**config.mk**
```make
export PLATFORM = sky130hd
export DESIGN_NAME = col_inter
export DESIGN_NICKNAME = d
export VERILOG_FILES = /design/src/rtl/col_inter_pkg.sv /design/src/rtl/col_lerp.sv /design/src/rtl/col_inter.sv
export SDC_FILE = /design/constraint.sdc
export NUM_CORES = 1
export LEC_CHECK = 0
export ABC_AREA = 1
export CORE_MARGIN = 2
export CORE_UTILIZATION = 60
export CTS_CLUSTER_SIZE = 30
export DETAILED_ROUTE_END_ITERATION = 7
export PLACE_DENSITY = 0.79
export SETUP_SLACK_MARGIN = 0.3
export SYNTH_ARGS = -nofsm -noshare
export SYNTH_HDL_FRONTEND = slang
export SYNTH_SLANG_ARGS = --single-unit
export TNS_END_PERCENT = 10
```
**constraint.sdc**
```tcl
create_clock -name clk -period 12.6 [get_ports clk]
set_clock_uncertainty 0.2 [all_clocks]
set_input_delay 3.78 -clock clk [delete_from_list [all_inputs] [get_ports clk]]
set_output_delay 3.78 -clock clk [all_outputs]
set_load 0.03 [all_outputs]
```
**src/rtl/col_inter_pkg.sv**
```systemverilog
// Shared types and constants for the vertical column interpolator.
// Q1.8 arithmetic: ONE is unity weight / one source line of phase advance.
package col_inter_pkg;
    typedef enum logic [1:0] {IDLE, FILL, RUN, DONE} state_t;

    localparam int LINE_W_DEF = 1280;
    localparam int ONE        = 256;
endpackage

```
**src/rtl/col_lerp.sv**
```systemverilog
// Weighted average of two vertically adjacent pixels: (a*(256-f) + b*f + 128) >> 8.
// Latency 2 cycles (products, then rounded sum); no backpressure, flush drops in-flight pixels.
module col_lerp
    import col_inter_pkg::*;
(
    input  logic       clk,
    input  logic       rst_n,
    input  logic       flush,
    input  logic       in_vld,
    input  logic [7:0] a,
    input  logic [7:0] b,
    input  logic [7:0] f,
    output logic [7:0] out_data,
    output logic       out_en,
    output logic       pipe_busy
);
    logic [8:0]  wa;
    logic [16:0] pa_q;
    logic [16:0] pb_q;
    logic        s1_vld;
    logic [16:0] sum;

    assign wa        = 9'(ONE) - {1'b0, f};
    assign sum       = pa_q + pb_q + 17'd128;
    assign pipe_busy = s1_vld;

    always_ff @(posedge clk or negedge rst_n) begin
        if (!rst_n) begin
            pa_q     <= '0;
            pb_q     <= '0;
            s1_vld   <= 1'b0;
            out_data <= '0;
            out_en   <= 1'b0;
        end else begin
            s1_vld <= in_vld & ~flush;
            out_en <= s1_vld & ~flush;
            if (in_vld) begin
                pa_q <= 17'(a) * 17'(wa);
                pb_q <= 17'(b) * 17'(f);
            end
            if (s1_vld) begin
                out_data <= 8'(sum >> 8);
            end
        end
    end
endmodule

```
**src/rtl/col_inter.sv**
```systemverilog
// Vertical scaler: walks source lines with a Q1.8 phase, requesting new lines from the column buffer.
// Output 2 cycles after input pixel; no backpressure, a missed line request only raises sticky underrun.
module col_inter
    import col_inter_pkg::*;
#(
    parameter int LINE_W = LINE_W_DEF,
    parameter int STEP_W = 9
) (
    input  logic              clk,
    input  logic              rst_n,
    input  logic              frame_start,
    input  logic [10:0]       src_lines,
    input  logic [STEP_W-1:0] step,
    input  logic              in_en,
    input  logic [7:0]        buf1_data,
    input  logic [7:0]        buf2_data,
    output logic              line_req,
    output logic [7:0]        out_data,
    output logic              out_en,
    output logic              frame_done,
    output logic              underrun
);
    localparam int COL_W = (LINE_W > 1) ? $clog2(LINE_W) : 1;

    state_t           state;
    state_t           state_nxt;
    logic [COL_W-1:0] col_cnt;
    logic             started;
    logic             win_in;
    logic [1:0]       fill_cnt;
    logic [7:0]       phase;
    logic [10:0]      loaded;
    logic [10:0]      src_lines_r;
    logic [8:0]       eff_step;
    logic             req_win;
    logic             lerp_vld;
    logic             pipe_busy;

    logic             active;
    logic [COL_W-1:0] col;
    logic             tick;
    logic             win_end;
    logic             win_hit;
    logic             fill_done;
    logic [8:0]       phase_sum;
    logic             carry;
    logic [10:0]      loaded_nxt;
    logic             last_win;
    logic             short_frame;
    logic [8:0]       step_in;

    // The window counter only starts on the first in_en after frame_start, then free-runs.
    assign active      = (state == FILL) || (state == RUN);
    assign col         = started ? col_cnt : '0;
    assign tick        = active && (started || in_en);
    assign win_end     = tick && (col == COL_W'(LINE_W - 1));
    assign win_hit     = (col == '0) ? in_en : win_in;
    assign fill_done   = (state == FILL) && win_end && win_hit && (fill_cnt == 2'd1);
    assign phase_sum   = {1'b0, phase} + eff_step;
    assign carry       = phase_sum[8];
    assign loaded_nxt  = loaded + {10'd0, req_win};
    assign last_win    = (state == RUN) && win_end && carry && (loaded_nxt >= src_lines_r);
    assign short_frame = (src_lines < 11'd2);

    always_comb begin
        step_in = 9'(step);
        if (step == '0 || 32'(step) > 32'(ONE)) begin
            step_in = 9'(ONE);
        end
    end

    always_ff @(posedge clk or negedge rst_n) begin
        if (!rst_n) begin
            state <= IDLE;
        end else begin
            state <= state_nxt;
        end
    end

    always_comb begin
        state_nxt = state;
        if (frame_start) begin
            state_nxt = short_frame ? IDLE : FILL;
        end else begin
            case (state)
                IDLE: state_nxt = IDLE;
                FILL: if (fill_done) state_nxt = RUN;
                RUN:  if (last_win) state_nxt = DONE;
                DONE: if (!pipe_busy) state_nxt = IDLE;
                default: state_nxt = IDLE;
            endcase
        end
    end

    always_comb begin
        line_req = 1'b0;
        lerp_vld = 1'b0;
        case (state)
            FILL: line_req = 1'b1;
            RUN: begin
                line_req = req_win;
                lerp_vld = 1'b1;
            end
            default: begin
                line_req = 1'b0;
                lerp_vld = 1'b0;
            end
        endcase
    end

    always_ff @(posedge clk or negedge rst_n) begin
        if (!rst_n) begin
            col_cnt     <= '0;
            started     <= 1'b0;
            win_in      <= 1'b0;
            fill_cnt    <= '0;
            phase       <= '0;
            loaded      <= '0;
            src_lines_r <= '0;
            eff_step    <= '0;
            req_win     <= 1'b0;
            frame_done  <= 1'b0;
            underrun    <= 1'b0;
        end else if (frame_start) begin
            col_cnt     <= '0;
            started     <= 1'b0;
            win_in      <= 1'b0;
            fill_cnt    <= '0;
            phase       <= '0;
            loaded      <= '0;
            req_win     <= 1'b0;
            src_lines_r <= src_lines;
            eff_step    <= step_in;
            frame_done  <= short_frame;
        end else begin
            frame_done <= (state == DONE) && !pipe_busy;
            if (tick) begin
                started <= 1'b1;
                col_cnt <= win_end ? '0 : col + 1'b1;
                if (col == '0) begin
                    win_in <= in_en;
                end
            end
            if (active && started && (col == '0) && line_req && !in_en) begin
                underrun <= 1'b1;
            end
            if ((state == FILL) && win_end && win_hit) begin
                fill_cnt <= fill_cnt + 2'd1;
                if (fill_done) begin
                    phase   <= '0;
                    loaded  <= 11'd2;
                    req_win <= 1'b0;
                end
            end
            // Phase stays below 2*ONE, so dropping bit 8 is the "-= 256" on carry.
            if ((state == RUN) && win_end) begin
                loaded  <= loaded_nxt;
                phase   <= phase_sum[7:0];
                req_win <= carry;
            end
        end
    end

    col_lerp u_lerp (
        .clk       (clk),
        .rst_n     (rst_n),
        .flush     (frame_start),
        .in_vld    (lerp_vld),
        .a         (buf2_data),
        .b         (buf1_data),
        .f         (phase),
        .out_data  (out_data),
        .out_en    (out_en),
        .pipe_busy (pipe_busy)
    );
endmodule

```
# [After elaboration in Yosys (flattened, before gate mapping)]
# Index checks and enable logic that the tools add are counted.
[op_classes] add_sub_neg=7 mul=2 div=0 magnitude_cmp=3 n_eq_ne=8 shift=0 n_mux=33 bitwise_logic=3 reduce_logical=28
[ops] op="11-bit 2-to-1 mux" count=8
[ops] op="8-bit 2-to-1 mux" count=4
[ops] op="16-bit adder" count=1
[ops] op="16-bit by 8-bit adder with 16-bit output, second input constant" count=1
[ops] op="8-bit by 8-bit multiplier with 16-bit output" count=1
[ops] op="8-bit by 9-bit multiplier with 16-bit output" count=1
[ops] op="1-bit logical AND" count=13
[ops] op="1-bit 2-to-1 mux" count=12
[ops] op="2-bit 2-to-1 mux" count=6
[ops] op="11-bit by 1-bit adder with 11-bit output" count=1
[ops] op="11-bit by 1-bit adder with 11-bit output, second input constant" count=1
[ops] op="11-bit == test, second input constant" count=1
[ops] op="11-bit greater-or-equal comparator" count=1
[ops] op="11-bit logical NOT" count=1
[ops] op="11-bit by 2-bit < comparator with 1-bit output, second input constant" count=1
[ops] op="8-bit by 9-bit adder with 9-bit output" count=1
[ops] op="9-bit greater-than comparator, second input constant" count=1
[ops] op="9-bit logical NOT" count=1
[ops] op="9-bit 2-to-1 mux" count=1
[ops] op="3-bit != test, second input constant" count=3
[ops] op="9-bit by 8-bit subtractor with 9-bit output, first input constant" count=1
[ops] op="2-bit case mux with 4 select lines" count=1
[ops] op="3-bit nonzero test" count=2
[ops] op="2-bit by 1-bit == test with 1-bit output, second input constant" count=2
[ops] op="11 further kinds" count=18
[word_totals] register_bits=101 latch_bits=0 ramBits=0 romBits=0 in_bits=40 out_inout_bits=12 wordCells=101 mem_count=0

# [Logic depth before layout (Yosys ltp)]
# Gate-level depths: netlist (run 1).
[depth] word_depth=11 depth_mapped=27 mapped_depth_nobuf=26

# [By module]
# A second synthesis (run 1) with hierarchy kept.
[hier_totals] hier_cells=1503 hier_area_um2=10984.3
[by_module_without_submodules] mod="col_lerp" n_inst=1 cells_per_inst=1053 area_each_um2=7319.5 seq_area_each_um2=1051.0
[by_module_without_submodules] mod="col_inter" n_inst=1 cells_per_inst=450 area_each_um2=3664.8 seq_area_each_um2=1476.4

# [Worst setup path after synthesis (run 1)]
# OpenSTA, ideal clock, no wires.
[synth_path] kind="input to register" from="input port buf1_data[2]" to="register u_lerp.pb_q[15]" setup_ns=0.134 arrival_ns=7.311 required_ns=12.266 path_slack_ns=4.954 stages=18 n_path_buf=1 cell_sequence="clkbuf_1 > nand2_1 > fa_1 > inv_1 > fa_1 > fa_1 > inv_1 > fa_1 > inv_1 > ha_1 > nand2_1 > o21ai_0 > inv_1 > nand2_1 > nand2_1 > nand2_1 > xor2_1 > o21ai_0"
[synth_between] elab_chain_cells=1
[synth_rtl] element="start: declaration" line="col_inter.sv:15" source="input logic [7:0] buf1_data,"
[synth_rtl] element="8-bit by 8-bit multiplier with 16-bit output" line="col_lerp.sv:39" source="pb_q <= 17'(b) * 17'(f);"
[synth_rtl] element="end signal: assignment" line="col_lerp.sv:39"
[synth_rtl] element="end: declaration" line="col_lerp.sv:19" source="logic [16:0] pb_q;"
# Every way passes these cells.
# A chain may end at the register's enable or synchronous reset.

# [Worst setup path after layout (run 1)]
[layout_path] from="input port buf2_data[4]" to="register u_lerp.pa_q[15]"
[layout_between] elab_chain_cells=1
[layout_rtl] element="start: declaration" line="col_inter.sv:16" source="input logic [7:0] buf2_data,"
[layout_rtl] element="8-bit by 9-bit multiplier with 16-bit output" line="col_lerp.sv:38" source="pa_q <= 17'(a) * 17'(wa);"
[layout_rtl] element="end signal: assignment" line="col_lerp.sv:38"
[layout_rtl] element="end: declaration" line="col_lerp.sv:18" source="logic [16:0] pa_q;"
# Every way passes these cells.

==> impl_metrics.json, run 1 <==
{
  "grtUsageTotal": 0.2584,
  "cts_setup_buffers": 0,
  "dieWidth_um": 136.6,
  "synthFlopType": "dfrtp_1",
  "wl_per_cell_um": 13.87,
  "ys_warn_count": 0,
  "synth_area_per_cell_sq_um": 7.673,
  "first_iter_violations": 462,
  "crit_path_end_kind": "flop",
  "slew_violations": 0,
  "cp-endpoint": "u_lerp.pa_q[15]",
  "ys_types": 50,
  "yosysMostFrequentCell": "nand2_1",
  "io_buffers": 51,
  "yosysSeqAreaShare": 0.2397,
  "numClockSinks": 101,
  "coreArea_sq_um": 17240,
  "grt_setup_unrepaired": "false",
  "dp_hpwl_mm": 18.41,
  "vias_per_cell": 5.347,
  "rows": 48,
  "setup_slack_ns": 4.509,
  "final-hold-violation-count": 0,
  "syn_inst": 1374,
  "timing.critical_path.from": "buf2_data[4]",
  "p_leak_uw": 0.006418,
  "synth_edf_count": 0,
  "cp_max_fo": 7,
  "synth_top_area_share": 0.2397,
  "status": "complete, no violations",
  "clkLatencyLatePin_ns": 0.35,
  "clkTransAtPathRegs_ns": 0.07,
  "initial_core_util": 0.6116,
  "syn_to_final_growth_pct": 9.293,
  "ys_top_cells_by_area": "dfrtp_1 24%, ha_1 15%, fa_1 15%",
  "synth_seq_cells": 101,
  "grt_pass1_wl_mm": 38.61,
  "p_int_uw": 700.0,
  "r2r-end": "u_lerp.pa_q[15]",
  "dieArea_sq_um": 18650,
  "arrival_ns": 8.17,
  "combPwrFrac": 0.349,
  "antenna_found_initial": 0,
  "holdBufCountCts": 0,
  "fp.dieH_um": 136.6,
  "vdd_drop_max_uv": 76.60,
  "fin_cells": 1635,
  "async_flop_share": 1.000,
  "power_frac_seq": 0.374,
  "synthesis.nets": 1620,
  "layout.nets": 1651,
  "critPathRequiredTime_ns": 12.68,
  "drcViolationCount": 0,
  "finalCritPeriodShare": 0.6422,
  "drive_above_1_share": 0.04823,
  "drt_pre_antenna_iters": 6,
  "setup_tns_ns": 0,
  "period_needed_ns": 8.091,
  "clock.fmax_ghz": 0.1236,
  "switching_share": 0.3655,
  "maxSlewHeadroom": 0.3288,
  "root_buffer": "clkbuf_16",
  "r2r_cells": 22,
  "power_uw": 1103,
  "hp-class": "reg2reg",
  "grt_max_degree": 63,
  "h-tree-depth": 3,
  "ant_nets": 0,
  "grt_overflow_total": 0,
  "gp_congestion": 0.9244,
  "clockBufferDepth": 2,
  "io_pins": 52,
  "yosysTopAreaCell": "dfrtp_1",
  "critPathKind": "in2reg",
  "grt_pass1_vias": 8449,
  "finalSetupViolCount": 0,
  "startpoint_type": "input pin",
  "clkPwrFrac": 0.277,
  "cts_made_buffers": 9,
  "nFillCells": 1484,
  "p_sw_uw": 403.2,
  "hold_path_depth": 2,
  "reg2reg_from": "phase[1]",
  "post-place-cells": 1619,
  "power.density_nw_per_um2": 95.74,
  "synth_common_cells": "340 x nand2_1, 270 x inv_1, 128 x ha_1",
  "r2r_setup_slack_ns": 6.69,
  "synthesis.area_sq_um": 10540,
  "wirelength_mm": 22.68,
  "drv_cap": 0,
  "insertedDiodeCount": 0,
  "num_vias": 8743,
  "pre_cts_slack_ns": 4.187,
  "tritoncts": "done",
  "ctsResizeCount": 0,
  "worstMarginPinSlew_ns": 1.007
}
## area by class of cell
cell class | instances | area (sq um) | share of cell area
Inverter | 277 | 1040 | 0.09024
Clock buffer | 11 | 252.7 | 0.02194
Timing Repair Buffer | 55 | 538.0 | 0.04669
Tap cell | 225 | 281.5 | 0.02443
Sequential cell | 101 | 2527 | 0.2194
Multi-Input combinational cell | 961 | 6800 | 0.5902
Clock inverter | 5 | 82.58 | 0.007167
## through the flow
step / util / hold slack, ns / area, sq um
2_1_floorplan: - / 0.2398 / 10540
3_3_place_gp: 0.6490 / 0.2539 / 11190
3_5_place_dp: 0.6490 / 0.2579 / 11190
4_1_cts: 0.6685 / 0.2737 / 11520
5_1_grt: 0.6685 / 0.3112 / 11520
6_report: 0.6685 / 0.2709 / 11520
## placed cells by master (no fill, tap or decap), drive strengths merged, types with 50 or more instances in the layout
| cell type | netlist | final |
|---|---|---|
| nand2 | 351 | 351 |
| inv | 276 | 276 |
| ha | 128 | 128 |
| nor2 | 109 | 109 |
| dfrtp | 101 | 101 |
| fa | 78 | 78 |
| o21ai | 65 | 65 |
| nand3 | 65 | 65 |
| a21oi | 51 | 51 |
| clkdlybuf4s50 | 0 | 50 |
## worst min path at each step
| stage | from | end | slack [ns] |
|---|---|---|---|
| global placement | underrun | underrun | 0.25 |
| detailed placement | underrun | underrun | 0.26 |
| floorplan | fill_cnt[0] | fill_cnt[0] | 0.24 |
| finish | underrun | underrun | 0.27 |
| CTS | underrun | underrun | 0.27 |
| global route | underrun | underrun | 0.31 |
## worst max-delay path, stage by stage
cell	delay, ns
clkdlybuf4s50_1	0.50
inv_1	0.18
nor2_1	0.09
fa_1	0.55
inv_1	0.05
fa_1	0.47
fa_1	0.52
fa_1	0.55
inv_1	0.04
ha_1	0.37
a21o_1	0.21
a21boi_0	0.22
o21ai_0	0.14
nor2_1	0.15
inv_1	0.05
nand2_1	0.05
nand3_1	0.11
nand2_1	0.11
## power groups by stage
stage / Combinational, uW / Sequential (uW) / Clock, uW
2_1_floorplan: 255 / 425 / 0
3_3_place_gp: 377 / 417 / 0
3_5_place_dp: 383 / 419 / 0
4_1_cts: 388 / 413 / 311
5_1_grt: 437 / 418 / 326
6_report: 385 / 412 / 306
## sequential cells by signal, indices dropped and copies added, names as in the netlist
register          count
col_cnt              11
eff_step              9
fill_cnt              2
frame_done            1
loaded               11
phase                 8
req_win               1
src_lines_r          11
started               1
state                 2
u_lerp.out_data       8
u_lerp.out_en         1
u_lerp.pa_q          16
u_lerp.pb_q          16
u_lerp.pipe_busy      1
underrun              1
win_in                1
## cell families after synthesis
logic type	share of synthesized area
simple gates	0.2239
buf+inv	0.1152
fa+ha+maj	0.3000
compound gates	0.09530
flops	0.2397
xor+xnor	0.02575
## per-layer routing
layer  global-route usage  up-vias  wire [um]
met4              0.08681        0        596
met5                    0        -          0
met1               0.3369     4134      10140
li1                     -     4359          -
met3              0.02556       47        977
met2               0.4508      203      10970
(Power assumes the default switching activity.)
==> run 2, diff against run 1 <==
Clock period 12.6 ns to 7.45 ns, I/O delays scaled along.
==> run 2 against run 1 <==
Routed wire length grew 0.31%; register-to-register slack lost 5.3 ns; sequential power grew 70%; worst hold slack gained 0.0013 ns; via count shrank 0.61%.
==> impl_metrics.json, run 2 (synthesis results as in run 1) <==
{
  "status": "complete, no violations",
  "slowest_stage": "clkdlybuf4s50_1",
  "switching_share": 0.3888,
  "final_common_cell": "nand2_1",
  "finalSetupViolCount": 0,
  "p_sw_uw": 700.1,
  "cp_max_fo": 5,
  "maxSlewHeadroom": 0.2849,
  "reg.largest.list": "u_lerp.pa_q: 16 flops, u_lerp.pb_q: 16 flops",
  "clockBufferDepth": 2,
  "drv_cap": 0,
  "drcViolationCount": 0,
  "combPwrFrac": 0.365,
  "p_int_uw": 1101,
  "vdd_drop_max_uv": 155.9,
  "ant_nets": 0,
  "slew_violations": 0,
  "period_needed_ns": 6.534,
  "ctsResizeCount": 0,
  "final-hold-violation-count": 0,
  "rows": 48,
  "power_uw": 1801,
  "hp-class": "reg2reg",
  "cp_cell_sequence": "clkdlybuf4s50_1, inv_1, nor2_1, fa_1, fa_1, fa_1, inv_1, fa_1, inv_1, ha_1, a21oi_1, a21boi_0, o21ai_0, nor2_1, nand3_1, nand3_1, nand2_1",
  "power_frac_seq": 0.388,
  "finalCritPeriodShare": 0.8770,
  "vias_per_cell": 5.318,
  "io_buffers": 51,
  "critPathKind": "in2reg",
  "power.density_nw_per_um2": 157.2,
  "fin_util": 0.6647,
  "grt_pass1_vias": 8593,
  "grt_overflow_total": 0,
  "drt_pre_antenna_iters": 5,
  "clkPwrFrac": 0.247,
  "cts_made_buffers": 9,
  "dieWidth_um": 136.6,
  "num_vias": 8690,
  "grtUsageTotal": 0.2586,
  "layout.nets": 1650,
  "arrival_ns": 6.57,
  "wl_per_cell_um": 13.92,
  "holdBufCountCts": 0,
  "drive_above_1_share": 0.04684,
  "tritoncts": "done",
  "coreArea_sq_um": 17240,
  "clock.fmax_ghz": 0.1531,
  "critical_path.max_stage_delay_ns": 0.61,
  "grt_pass1_wl_mm": 38.87,
  "critPathRequiredTime_ns": 7.48,
  "fp.dieH_um": 136.6,
  "startpoint_type": "input pin",
  "wirelength_mm": 22.75,
  "crit_path_frequent_cell": "fa_1",
  "dp_hpwl_mm": 18.43,
  "syn_to_final_growth_pct": 8.675,
  "p_leak_uw": 0.006384,
  "numClockSinks": 101,
  "worstMarginPinSlew_ns": 1.073,
  "final_cell_mix": "340 x nand2_1, 270 x inv_1, 128 x ha_1",
  "gp_congestion": 0.9525,
  "crit_path_end_kind": "flop",
  "root_buffer": "clkbuf_16",
  "nFillCells": 1507,
  "clkLatencyLatePin_ns": 0.35,
  "grt_setup_unrepaired": "false",
  "insertedDiodeCount": 0,
  "antenna_found_initial": 0,
  "setup_tns_ns": 0,
  "initial_core_util": 0.6116,
  "clkTransAtPathRegs_ns": 0.07,
  "first_iter_violations": 403,
  "grt_max_degree": 63,
  "h-tree-depth": 3,
  "dieArea_sq_um": 18650,
  "io_pins": 52,
  "cts_setup_buffers": 0
}
[run 2: cell count changes in the layout (fill, tap and decap cells not counted), sizes merged]
cell | previous run | this run
clkinv | 1 | 3
inv | 276 | 277
buf | 5 | 4
bufinv | 2 | 0
clkbuf | 11 | 10
[run 2: per-layer routing]
metal  routed length (um)  up-vias  GRT usage
met5                    0        -          0
met4                  593        0    0.08970
met3                  934       39    0.02889
li1                     -     4352          -
met2                10980      200     0.4450
met1                10240     4099     0.3393
[run 2: worst paths after layout]
check | startpoint | to | slack, ns | cells after the start
min in group asynchronous | rst_n | col_cnt[5] | 1.67 | 1
worst min-delay path | underrun | underrun | 0.27 | 2
max in group asynchronous | rst_n | phase[4] | 4.23 | 2
worst max register to register | phase[0] | u_lerp.pa_q[12] | 1.42 | 22
worst min register to register | underrun | underrun | 0.27 | 2
worst max-delay path | buf2_data[2] | u_lerp.pa_q[15] | 0.92 | 17
[run 2: per-stage QoR]
stage / worst slack, ns / hold slack [ns] / cells / cell area [sq um]
finish: 0.9163 / 0.2723 / 1634 / 11460
global route: 0.6221 / 0.2957 / 1634 / 11460
CTS: 0.9285 / 0.2723 / 1634 / 11460
detailed placement: 0.5907 / 0.2565 / 1618 / 11180
global placement: 0.6876 / 0.2540 / 1618 / 11180
floorplan: 1.349 / 0.2398 / 1374 / 10540
[run 2: cell type report]
cell class / instances / area [sq um] / area share
multi-input cells: 961 / 6800 / 0.5935
clock inverters: 6 / 48.80 / 0.004259
repair buffers: 54 / 530.5 / 0.04630
well taps: 225 / 281.5 / 0.02457
flip-flops and latches: 101 / 2527 / 0.2206
inverters: 277 / 1040 / 0.09075
clock buffers: 10 / 229.0 / 0.01998
[run 2: power groups by stage]
| stage | sequential, uW | combinational (uW) | clock, uW |
|---|---|---|---|
| 2_1_floorplan | 719 | 431 | 0 |
| 3_3_place_gp | 706 | 639 | 0 |
| 3_5_place_dp | 707 | 651 | 0 |
| 4_1_cts | 699 | 660 | 449 |
| 5_1_grt | 708 | 749 | 471 |
| 6_report | 699 | 658 | 444 |
[run 2: critical path, delay by kind of cell]
family,cells,cell delay (ns)
buf+inv,4,0.86
fa+ha+maj,5,2.39
simple gates,5,0.59
compound gates,3,0.50
